File: config.mk
export PLATFORM = sky130hd
export DESIGN_NAME = pipeline_hazard_ctrl
export DESIGN_NICKNAME = d
export VERILOG_FILES = /design/src/rtl/pipeline_pkg.sv /design/src/rtl/sat_counter.sv /design/src/rtl/pipeline_hazard_ctrl.sv
export SDC_FILE = /design/constraint.sdc
export NUM_CORES = 1
export LEC_CHECK = 0
export CORE_MARGIN = 1.5
export CORE_UTILIZATION = 47
export CTS_BUF_LIST = sky130_fd_sc_hd__clkbuf_8
export DETAILED_ROUTE_END_ITERATION = 10
export HOLD_SLACK_MARGIN = 0.08
export PLACE_DENSITY_LB_ADDON = 0.25
export SKIP_LAST_GASP = 1
export SYNTH_ARGS = -nofsm -noshare
export SYNTH_HDL_FRONTEND = slang
export SYNTH_SLANG_ARGS = --single-unit
File: constraint.sdc
create_clock -name clk -period 6.2 [get_ports clk]
set_clock_uncertainty 0.05 [all_clocks]
set_input_delay 1.24 -clock clk [delete_from_list [all_inputs] [get_ports clk]]
set_output_delay 1.24 -clock clk [all_outputs]
set_load 0.02 [all_outputs]
File: src/rtl/pipeline_pkg.sv
// ============================================================================
//  Module  : pipeline_pkg
//  Brief   : Shared opcode decode and hazard-controller state type.
//  Revision: 1.0
// ============================================================================
`default_nettype none

package pipeline_pkg;

    localparam logic [6:0] OPCODE_NOP = 7'b0100000;

    typedef enum logic [1:0] {
        RUN     = 2'd0,
        LDSTALL = 2'd1,
        FLUSH   = 2'd2
    } hazard_state_e;

    function automatic logic uses_rn(input logic [6:0] op);
        if (op == OPCODE_NOP) return 1'b0;
        return (!op[6] && (op[3:0] != 4'd0)) || (op[6:5] == 2'b11);
    endfunction

    function automatic logic uses_rm(input logic [6:0] op);
        if (op == OPCODE_NOP) return 1'b0;
        return (!op[6] && op[4]) ||
               ((op[6:5] == 2'b11) && op[3]) ||
               ((op[6:2] == 5'b10010) && op[0]);
    endfunction

    function automatic logic uses_rs(input logic [6:0] op);
        if (op == OPCODE_NOP) return 1'b0;
        return op[6:4] == 3'b011;
    endfunction

    // LDR (register form) or LDR literal
    function automatic logic is_load(input logic [6:0] op);
        return ((op[6:5] == 2'b11) && op[0]) || (op[6:3] == 4'b1000);
    endfunction

endpackage

`default_nettype wire

File: src/rtl/sat_counter.sv
// ============================================================================
//  Module  : sat_counter
//  Brief   : Up-counter that sticks at all-ones instead of wrapping.
//  Revision: 1.0
// ============================================================================
`default_nettype none

module sat_counter #(
    parameter int CNT_W = 16
) (
    input  logic             clk,
    input  logic             rst_n,
    input  logic             inc,
    output logic [CNT_W-1:0] count
);

    localparam logic [CNT_W-1:0] c_one = {{(CNT_W-1){1'b0}}, 1'b1};

    logic [CNT_W-1:0] count_q;

    always_ff @(posedge clk) begin
        if (!rst_n) begin
            count_q <= '0;
        end else if (inc && (count_q != {CNT_W{1'b1}})) begin
            count_q <= count_q + c_one;
        end
    end

    assign count = count_q;

endmodule

`default_nettype wire

File: src/rtl/pipeline_hazard_ctrl.sv
// ============================================================================
//  Module  : pipeline_hazard_ctrl
//  Brief   : Load-use interlock and taken-branch squash sequencer with perf counters.
//  Revision: 1.0
// ============================================================================
`default_nettype none

module pipeline_hazard_ctrl
    import pipeline_pkg::*;
#(
    parameter int LOAD_STALL_CYCLES   = 2,
    parameter int BRANCH_FLUSH_CYCLES = 2,
    parameter int CNT_W               = 16
) (
    input  logic             clk,
    input  logic             rst_n,
    input  logic [6:0]       opcode_execute,
    input  logic [3:0]       rn_execute,
    input  logic [3:0]       rm_execute,
    input  logic [3:0]       rs_execute,
    input  logic [6:0]       opcode_memory,
    input  logic [3:0]       rd_memory,
    input  logic             branch_taken,
    output logic             stall_pc,
    output logic             sel_stall,
    output logic             bubble_memory,
    output logic             flush_front,
    output logic             busy,
    output logic [CNT_W-1:0] stall_cycles,
    output logic [CNT_W-1:0] flush_cycles
);

    localparam int c_max_cycles = (LOAD_STALL_CYCLES > BRANCH_FLUSH_CYCLES) ?
                                  LOAD_STALL_CYCLES : BRANCH_FLUSH_CYCLES;
    // cnt only ever holds values up to max-2
    localparam int c_cw = (c_max_cycles > 2) ? $clog2(c_max_cycles - 1) : 1;

    localparam logic [c_cw-1:0] c_ld_init  = c_cw'(LOAD_STALL_CYCLES - 2);
    localparam logic [c_cw-1:0] c_br_init  = c_cw'(BRANCH_FLUSH_CYCLES - 2);
    localparam logic [c_cw-1:0] c_cnt_one  = {{(c_cw-1){1'b0}}, 1'b1};

    hazard_state_e   state_q, state_d;
    logic [c_cw-1:0] cnt_q, cnt_d;
    logic            load_use;
    logic            stall_raw, flush_raw;

    always_comb begin
        load_use = is_load(opcode_memory) && (
                   (uses_rn(opcode_execute) && (rn_execute == rd_memory)) ||
                   (uses_rm(opcode_execute) && (rm_execute == rd_memory)) ||
                   (uses_rs(opcode_execute) && (rs_execute == rd_memory)));
    end

    always_ff @(posedge clk) begin
        if (!rst_n) begin
            state_q <= RUN;
            cnt_q   <= '0;
        end else begin
            state_q <= state_d;
            cnt_q   <= cnt_d;
        end
    end

    // A load-use hazard outranks a branch: the branch operand is not valid yet.
    always_comb begin
        state_d   = state_q;
        cnt_d     = cnt_q;
        stall_raw = 1'b0;
        flush_raw = 1'b0;
        case (state_q)
            RUN: begin
                if (load_use) begin
                    stall_raw = 1'b1;
                    if (LOAD_STALL_CYCLES > 1) begin
                        state_d = LDSTALL;
                        cnt_d   = c_ld_init;
                    end
                end else if (branch_taken) begin
                    flush_raw = 1'b1;
                    if (BRANCH_FLUSH_CYCLES > 1) begin
                        state_d = FLUSH;
                        cnt_d   = c_br_init;
                    end
                end
            end
            LDSTALL: begin
                stall_raw = 1'b1;
                if (cnt_q == '0) state_d = RUN;
                else             cnt_d   = cnt_q - c_cnt_one;
            end
            FLUSH: begin
                flush_raw = 1'b1;
                if (cnt_q == '0) state_d = RUN;
                else             cnt_d   = cnt_q - c_cnt_one;
            end
            default: begin
                state_d = RUN;
                cnt_d   = '0;
            end
        endcase
    end

    assign stall_pc      = rst_n & stall_raw;
    assign sel_stall     = rst_n & stall_raw;
    assign bubble_memory = rst_n & stall_raw;
    assign flush_front   = rst_n & flush_raw;
    assign busy          = rst_n & (state_q != RUN);

    sat_counter #(.CNT_W(CNT_W)) u_stall_cnt (
        .clk   (clk),
        .rst_n (rst_n),
        .inc   (sel_stall),
        .count (stall_cycles)
    );

    sat_counter #(.CNT_W(CNT_W)) u_flush_cnt (
        .clk   (clk),
        .rst_n (rst_n),
        .inc   (flush_front),
        .count (flush_cycles)
    );

endmodule

`default_nettype wire
==> flow_summary.yaml <==
worst_setup_path:
  critical_path_class: "in -> out"
  endpoint_kind: "primary output"
  crit_required_ps: 4910
  start_kind: "input port"
  arrival_ps: 3670
  cp_max_fo: 7
timing:
  slew_violations: 0
  rsz0062_at_grt: "no"
  worst_pin_slew_ps: 888
  setup_viol: 0
  hold_viol: 0
  fmax_mhz: 201
  worst_slack_ps: 1240
  slew_headroom_pct: 40.6
  min_period_ps: 4960
  timing.hold.ws_ps: 414
  fin_tns_setup_ps: 0
  min_period_over_period_pct: 80.0
detailed_routing:
  drc: 0
  wirelength_mm: 4.65
  wl_per_cell_um: 13.4
  antenna_left: 0
  vias_per_cell: 5.64
  first_pass_iters: 4
  vias: 1957
  first_iter_violations: 100
die:
  dieWidth_um: 66.3
  die_h_um: 66.3
  core-area_mm2: 0.00374
  initial_core_util_pct: 50.3
  dieArea_mm2: 0.00439
  rows: 22
  io_pins: 70
power_and_ir_drop:
  ir_worst_vdd_mv: 0.142
  powerDensity_mw_per_mm2: 182
  leakagePower_nw: 0.882
  finalPower_mw: 0.487
final_layout:
  n_antenna_cell: 0
  utilization_pct: 71.6
  syn_to_final_growth_pct: 42.4
  fin_nets: 333
  drive_gt1_share_pct: 4.01
  instances_no_fill: 347
  design_area_mm2: 0.00268
synth:
  synth_warnings: 0
  synth.net_count: 268
  synth_compound_area_share_pct: 18.4
  syn_inst: 233
  synth_edf_count: 0
  synthAdderAreaFrac_pct: 1.33
  synth_seq_cells: 34
  ys_seq_area_share_pct: 36.2
  synth.top_cell.area_share_pct: 36.2
  async_flop_share_pct: 0
  synth.most_common_cell: "dfxtp_1"
  synth_top_family_by_area: "simple AND/OR/NAND/NOR gates"
  synth_area_leader_cell: "dfxtp_1"
  synthDistinctLibCells: 36
  synth-simple-area-share_pct: 29.6
  yosys-top-cells-count: "dfxtp_1, nand2_1, a21oi_1"
  synth_area_mm2: 0.00188
  synth-xor-area-share_pct: 6.52
  ys.flop_type: "dfxtp_1"
  synthMuxAreaShare_pct: 4.26
  syn_avg_cell_area_um2: 8.08
  synth.top_cells.by_area: "dfxtp_1, nand2_1, a21oi_1"
status:
  status: "completed"
global_route:
  grt_pass1_vias: 1790
  grt_pass1_wl_mm: 7.87
  antenna_found_initial: 0
  grt_max_degree: 24
  grt_usage_pct: 22.9
  grt-ovfl-total: 0
placed_design:
  gp_congestion: 0.835
  port_buffers: 67
  hpwlAfterDp_mm: 3.45
  post-place-ws_ps: 1220
  numPlacedInstances: 339
  placed_cell_area_mm2: 0.00257
job:
  cap_violations: 0
clocking:
  cts_hold_buffers: 0
  cts_resized: 0
  clk_pin_slew_ps: 60
  clk_path_buf_depth: 2
  cts_made_buffers: 5
  cts_tree: "built"
  cts.sinks: 34
  clkLatencyLatePin_ps: 280
  post-cts-setup-buffers: 0
  cts_root_buf: "clkbuf_8"
  h-tree-depth: 2
min_path:
  hold_class: "reg -> reg"
[state kept, by name, indices dropped and copies added (netlist names)]
signal,flops
state_q,2
u_stall_cnt.count,16
u_flush_cnt.count,16
[critical path, stage by stage]
cell,delay [ps]
clkdlybuf4s50_1,560
xnor2_1,140
nand3_1,100
or4_4,440
a31oi_4,290
nor2_1,60
nor2_1,190
clkdlybuf4s50_1,650
[where the power goes]
| group | internal, mW | total, mW | switching, mW |
|---|---|---|---|
| logic | 0.0354 | 0.0656 | 0.0303 |
| clock network | 0.117 | 0.197 | 0.0800 |
| registers | 0.221 | 0.224 | 0.00311 |
| total | 0.373 | 0.487 | 0.113 |
[routing by layer]
metal | wire (um) | up-vias | track usage, % | share of wire [%]
met1 | 2050 | 917 | 27.2 | 44
met2 | 2350 | 49 | 40.9 | 50
met5 | 0 | - | 0 | 0
li1 | - | 988 | - | -
met3 | 239 | 3 | 6.64 | 5.1
met4 | 17 | 0 | 4.08 | 0.37
[kinds of logic (layout without fill, tap and decap cells)]
| family | count (synthesis) | count (layout) |
|---|---|---|
| AND/OR/NAND/NOR | 106 | 106 |
| buffers and inverters | 15 | 81 |
| adder cells (fa/ha/maj) | 2 | 2 |
| multiplexers | 8 | 8 |
| XOR/XNOR | 14 | 14 |
| flip-flops | 34 | 34 |
| AO/OA/AOI/OAI | 54 | 54 |
[cell usage in the layout, fill, tap and decap left out, types with 4 or more instances in the layout]
cell | Yosys | routed
clkdlybuf4s50_1 | 0 | 67
dfxtp_1 | 34 | 34
nand2_1 | 26 | 26
a21oi_1 | 18 | 18
nor2_1 | 17 | 17
o21ai_0 | 15 | 15
nand3_1 | 13 | 13
or3_1 | 11 | 11
nand4_1 | 10 | 10
o31ai_1 | 10 | 10
xnor2_1 | 8 | 8
mux2i_1 | 8 | 8
nand2b_1 | 6 | 6
xor2_1 | 6 | 6
or4_1 | 6 | 6
inv_1 | 4 | 6
o211ai_1 | 6 | 6
clkbuf_8 | 0 | 5
nor3_1 | 4 | 4
[final timing paths]
kind	start	to	slack, ps	cells after the start
worst max-delay path	rd_memory[0]	bubble_memory	1240	8
worst min-delay path	state_q[1]	state_q[1]	410	1
worst max register to register	u_stall_cnt.count[3]	u_stall_cnt.count[15]	3900	7
worst min register to register	state_q[1]	state_q[1]	410	1
[final cells by class]
type,instances,area (um2)
Clock buffer,5,68.8
Clock inverter,3,37.5
Fill cell,329,1060
Inverter,4,15.0
Multi-Input combinational cell,184,1130
Sequential cell,34,681
Tap cell,48,60.1
Timing Repair Buffer,69,686
(Power assumes the default switching activity.)
